### config.mk
export PLATFORM = sky130hd
export DESIGN_NAME = fp16_divider_seq
export DESIGN_NICKNAME = d
export VERILOG_FILES = /design/src/rtl/fp16_divider_seq.sv
export SDC_FILE = /design/constraint.sdc
export NUM_CORES = 1
export LEC_CHECK = 0
export BUFFER_PORTS_ARGS = -buffer_cell sky130_fd_sc_hd__buf_2
export CAP_MARGIN = 20
export CORE_ASPECT_RATIO = 2
export CORE_MARGIN = 1.5
export CORE_UTILIZATION = 48
export CTS_BUF_LIST = sky130_fd_sc_hd__clkbuf_2 sky130_fd_sc_hd__clkbuf_4 sky130_fd_sc_hd__clkbuf_8
export DETAILED_ROUTE_END_ITERATION = 8
export GPL_TIMING_DRIVEN = 0
export PLACE_DENSITY = 0.7
export SYNTH_ARGS = -nofsm -noshare
export SYNTH_HDL_FRONTEND = slang
export SYNTH_SLANG_ARGS = --single-unit
### constraint.sdc
create_clock -name clk -period 2.8 [get_ports clk]
set_clock_uncertainty 0.15 [all_clocks]
set_input_delay 0.56 -clock clk [delete_from_list [all_inputs] [get_ports clk]]
set_output_delay 0.56 -clock clk [all_outputs]
set_load 0.03 [all_outputs]
### src/rtl/fp16_divider_seq.sv
// Iterative IEEE-754 half-precision divider (in1 / in2): restoring division,
// one quotient bit per clock, truncating rounding, subnormals flushed to zero.
module fp16_divider_seq #(
    parameter logic [15:0] NaN_OUT = 16'hFFFF
) (
    input  logic        clk,
    input  logic        rst,
    input  logic        start,
    input  logic [15:0] in1,
    input  logic [15:0] in2,
    output logic        busy,
    output logic        done,
    output logic [15:0] result
);

    localparam int ITER = 12;

    typedef enum logic [1:0] {IDLE, CALC, NORM} state_t;

    state_t      state, state_n;
    logic [11:0] rem;
    logic [10:0] dvs;
    logic [11:0] q;
    logic [3:0]  cnt;
    logic [4:0]  e1, e2;
    logic        sgn;
    logic        spec;
    logic [15:0] spec_res;

    logic [4:0]  ea, eb;
    logic [9:0]  ma, mb;
    logic        s, zero_a, zero_b, inf_a, inf_b, nan_a, nan_b;
    logic        is_spec;
    logic [15:0] spec_val;

    assign ea     = in1[14:10];
    assign eb     = in2[14:10];
    assign ma     = in1[9:0];
    assign mb     = in2[9:0];
    assign s      = in1[15] ^ in2[15];
    assign zero_a = (ea == 5'd0);
    assign zero_b = (eb == 5'd0);
    assign inf_a  = (ea == 5'h1F) && (ma == 10'd0);
    assign inf_b  = (eb == 5'h1F) && (mb == 10'd0);
    assign nan_a  = (ea == 5'h1F) && (ma != 10'd0);
    assign nan_b  = (eb == 5'h1F) && (mb != 10'd0);

    // Special-case priority matters: NaN and indeterminate forms win first.
    always_comb begin
        // NOTE: every always_comb output gets a default first so no path infers a latch.
        is_spec  = 1'b1;
        spec_val = 16'h0000;
        if (nan_a || nan_b)                          spec_val = NaN_OUT;
        else if ((inf_a && inf_b) || (zero_a && zero_b)) spec_val = NaN_OUT;
        else if (inf_a || zero_b)                    spec_val = {s, 5'h1F, 10'h000};
        else if (zero_a || inf_b)                    spec_val = {s, 15'h0000};
        else                                         is_spec = 1'b0;
    end

    always_comb begin
        state_n = state;
        case (state)
            IDLE:    if (start) state_n = is_spec ? NORM : CALC;
            CALC:    if (cnt == 4'd0) state_n = NORM;
            NORM:    state_n = IDLE;
            default: state_n = IDLE;
        endcase
    end

    assign busy = (state != IDLE);

    logic        ge;
    logic [11:0] diff;
    assign ge   = (rem >= {1'b0, dvs});
    assign diff = ge ? (rem - {1'b0, dvs}) : rem;

    // Quotient lies in [0.5, 2) scaled by 2^11; q[11] selects the normalisation shift.
    logic signed [6:0] exp_n;
    logic [9:0]        mant;
    logic [15:0]       norm_val;
    always_comb begin
        exp_n = $signed({2'b00, e1}) - $signed({2'b00, e2}) + (q[11] ? 7'sd15 : 7'sd14);
        mant  = q[11] ? q[10:1] : q[9:0];
        if (exp_n >= 7'sd31)     norm_val = {sgn, 5'h1F, 10'h000};
        else if (exp_n <= 7'sd0) norm_val = {sgn, 15'h0000};
        else                     norm_val = {sgn, exp_n[4:0], mant};
    end

    always_ff @(posedge clk or posedge rst) begin
        if (rst) begin
            state    <= IDLE;
            rem      <= '0;
            dvs      <= '0;
            q        <= '0;
            cnt      <= '0;
            e1       <= '0;
            e2       <= '0;
            sgn      <= 1'b0;
            spec     <= 1'b0;
            spec_res <= '0;
            result   <= '0;
            done     <= 1'b0;
        end else begin
            // NOTE: sequential state uses non-blocking assignments so every register samples pre-edge values.
            state <= state_n;
            done  <= 1'b0;
            case (state)
                IDLE: if (start) begin
                    sgn      <= s;
                    e1       <= ea;
                    e2       <= eb;
                    rem      <= {2'b01, ma};
                    dvs      <= {1'b1, mb};
                    cnt      <= 4'(ITER - 1);
                    q        <= '0;
                    spec     <= is_spec;
                    spec_res <= spec_val;
                end
                CALC: begin
                    q   <= {q[10:0], ge};
                    rem <= diff << 1;
                    if (cnt != 4'd0) cnt <= cnt - 4'd1;
                end
                NORM: begin
                    result <= spec ? spec_res : norm_val;
                    done   <= 1'b1;
                end
                default: ;
            endcase
        end
    end

endmodule

==> out/metrics.cfg <==
[outcome]
status = finished, violations left
failed_checks = negative setup slack

[global_routing]
grt_pass1_vias = 3870
largest_net_degree_at_the_start_of_global_routing = 47
number_of_antenna_violations_at_the_first_check_in_global_routing = 0
track_usage = 0.257
globalRouteOverflowTotal = 0
grt_pass1_wl_um = 18600

[sta]
period_utilisation_layout = 1.00
setup-violations-final = 1
setup_slack_ns = -0.00319
finalMaxSlewViolations = 0
hold_viol_final = 0
unrepaired_setup_endpoints_after_global_routing = true
worst-slew-pin-transition_ns = 0.671
worst_hold_slack_ns = 0.0182
max_freq_mhz = 357
min_period_ns = 2.80
slew-limit-headroom = 0.552

[worst_setup_path]
worst_r2r_startpoint = e2[0]$_DFFE_PP0P_
timing.critical_path.to_type = flop
cp-start-kind = flop
required_ns = 2.95
arrival_ns = 2.96
worstReg2RegEnd = result[13]$_DFFE_PP0P_
critical_path_class = reg2reg
worst_r2r_path_depth = 10
path_max_fanout = 4
regToRegSetupSlack_ns = -0.003

[detailed_routing]
wl_per_cell_um = 17.8
wirelength_um = 12000
viasPerCell = 5.73
detail_route.iter0.violations = 262
route.antenna.remaining_nets = 0
drcViolationCount = 0
num_vias = 3860
dr.pass1.iters = 4

[place]
place_hpwl_um = 9010
gp_congestion = 0.955
dpl_worst_slack_ns = -0.221
buffer_ports.inserted = 52

[logic_synthesis]
synthesis.nets = 552
netlist_area_um2 = 4280
avgSynthCellArea_um2 = 8.65
synth_simple_gate_area_frac = 0.188
synth_compound_gate_area_share = 0.193
synthFlopType = dfrtp_1
synth_sequential_area_ratio = 0.427
synth_cell_type_count = 56
synth-edff-count = 0
dominant_combinational_cell_family_by_area_after_synthesis = compound AO/OA/AOI/OAI gates
syn_inst = 495
postSynthRegisterBits = 73
yosysWarningCount = 0
synth_adder_area_share = 0.0678
synth.mux.area_fraction = 0.0453
postSynth.asyncResetShare = 1.00
synth-xor-area-share = 0.0324

[flow_run]
timing.max_cap.violations = 0

[floorplan]
placeableCoreArea_um2 = 8650
std_cell_rows = 48
dieWidth_um = 69.8
start_util = 0.495
dieArea_um2 = 9530
chipHeight_um = 137
io-pin-count = 53

[clock_tree]
cts_hold_repair.buffers = 0
ctsHtreeMaxLevel = 3
clock-root-buffer = clkbuf_8
clk_transition_reported_paths_ns = 0.09
tritoncts.num_buffers = 9
cts_max_path_buffers = 2
clock_sinks = 73
clk-insertion-delay-late_ns = 0.37
cts_tree = done

[cells_and_area]
nets = 626
areaGrowthSynthToFinish_pct = 20.8
n_antenna_cell = 0
commonest_non_fill_non_tap_cells_in_the_layout = 88 x nand2_1, 73 x dfrtp_1, 53 x buf_2
layout_commonest_cell = nand2_1
layout-drive-gt1-share = 0.202

[worst_hold_path]
min_path_type = in2async

## logic make-up after synthesis
| group | count (synthesis) |
|---|---|
| flops | 73 |
| fa+ha+maj | 22 |
| compound gates | 135 |
| mux | 18 |
| buf+inv | 53 |
| simple gates | 179 |
| xor+xnor | 15 |
## synth_stat cells, types with 4 or more instances
cell type / number / area, um^2
nand2_1: 89 / 334
dfrtp_1: 73 / 1830
o21ai_0: 52 / 260
a21oi_1: 37 / 185
inv_1: 32 / 120
nor2_1: 29 / 109
ha_1: 20 / 250
clkbuf_1: 16 / 60.1
mux2i_1: 16 / 160
nand3_1: 13 / 65.1
nor3_1: 12 / 60.1
xnor2_1: 10 / 87.6
nand2b_1: 8 / 50.1
nor2b_1: 7 / 43.8
a22oi_1: 5 / 37.5
nor4_1: 5 / 31.3
o21a_1: 5 / 37.5
o31ai_1: 5 / 37.5
xor2_1: 4 / 35.0
## flip-flops by register name, summed over array words and instances (netlist names)
signal    cells
sgn           1
spec          1
dvs          11
q            12
spec_res      3
result       16
rem          12
e2            5
done          1
e1            5
state         2
cnt           4
## stage by stage
step	cells	util	setup TNS, ns	cell area [um^2]
after floorplan	495	-	0	4280
after global placement	647	0.540	-51.09	4670
after detailed placement	648	0.543	-2.54	4700
after CTS	670	0.584	0	5050
after global routing	674	0.598	-1.02	5170
final	674	0.598	-0.00319	5170
## layer usage
metal	part of all wire	global-route usage
met5	0	0
met3	0.029	0.0471
met1	0.34	0.243
met2	0.58	0.487
met4	0.056	0.181
## repair_timing
item | CTS | global route
hold endpoints to repair | 0 | 0
setup endpoints to repair | 16 | 24
pin swaps | 6 | 17
gates cloned | 0 | 1
buffers inserted | 6 | 3
resized for setup | 19 | 30
## final cells by class
cell class / count / area [um^2]
timing repair buffer: 62 / 359
clock buffer: 9 / 124
clock inverter: 7 / 61.3
tap: 100 / 125
buffer: 21 / 83.8
inverter: 32 / 123
fill: 771 / 3470
sequential: 73 / 1830
multi-input combinational: 370 / 2470
## how the worst max path moves through the flow
| stage | to | from | cells past startpoint |
|---|---|---|---|
| finish | result[13]$_DFFE_PP0P_ | e2[0]$_DFFE_PP0P_ | 10 |
| global route | result[13]$_DFFE_PP0P_ | e1[0]$_DFFE_PP0P_ | 10 |
| CTS | result[9]$_DFFE_PP0P_ | e2[0]$_DFFE_PP0P_ | 9 |
| global placement | dvs[3]$_DFFE_PP0P_ | rst | 2 |
| floorplan | result[12]$_DFFE_PP0P_ | e2[0]$_DFFE_PP0P_ | 9 |
| detailed placement | result[9]$_DFFE_PP0P_ | e2[0]$_DFFE_PP0P_ | 9 |
## critical path: stages (launching register included)
cell      delay, ns
dfrtp_1        0.42
ha_4           0.18
fa_2           0.56
nor2b_4        0.18
nand3b_1       0.17
mux2i_4        0.28
buf_6          0.15
a31oi_2        0.07
o21a_1         0.23
a31o_4         0.24
a21oi_2        0.11
Power is left out: the tool's default activity adds up to more than one toggle a clock period on the data nets, which glitch-free logic cannot reach.
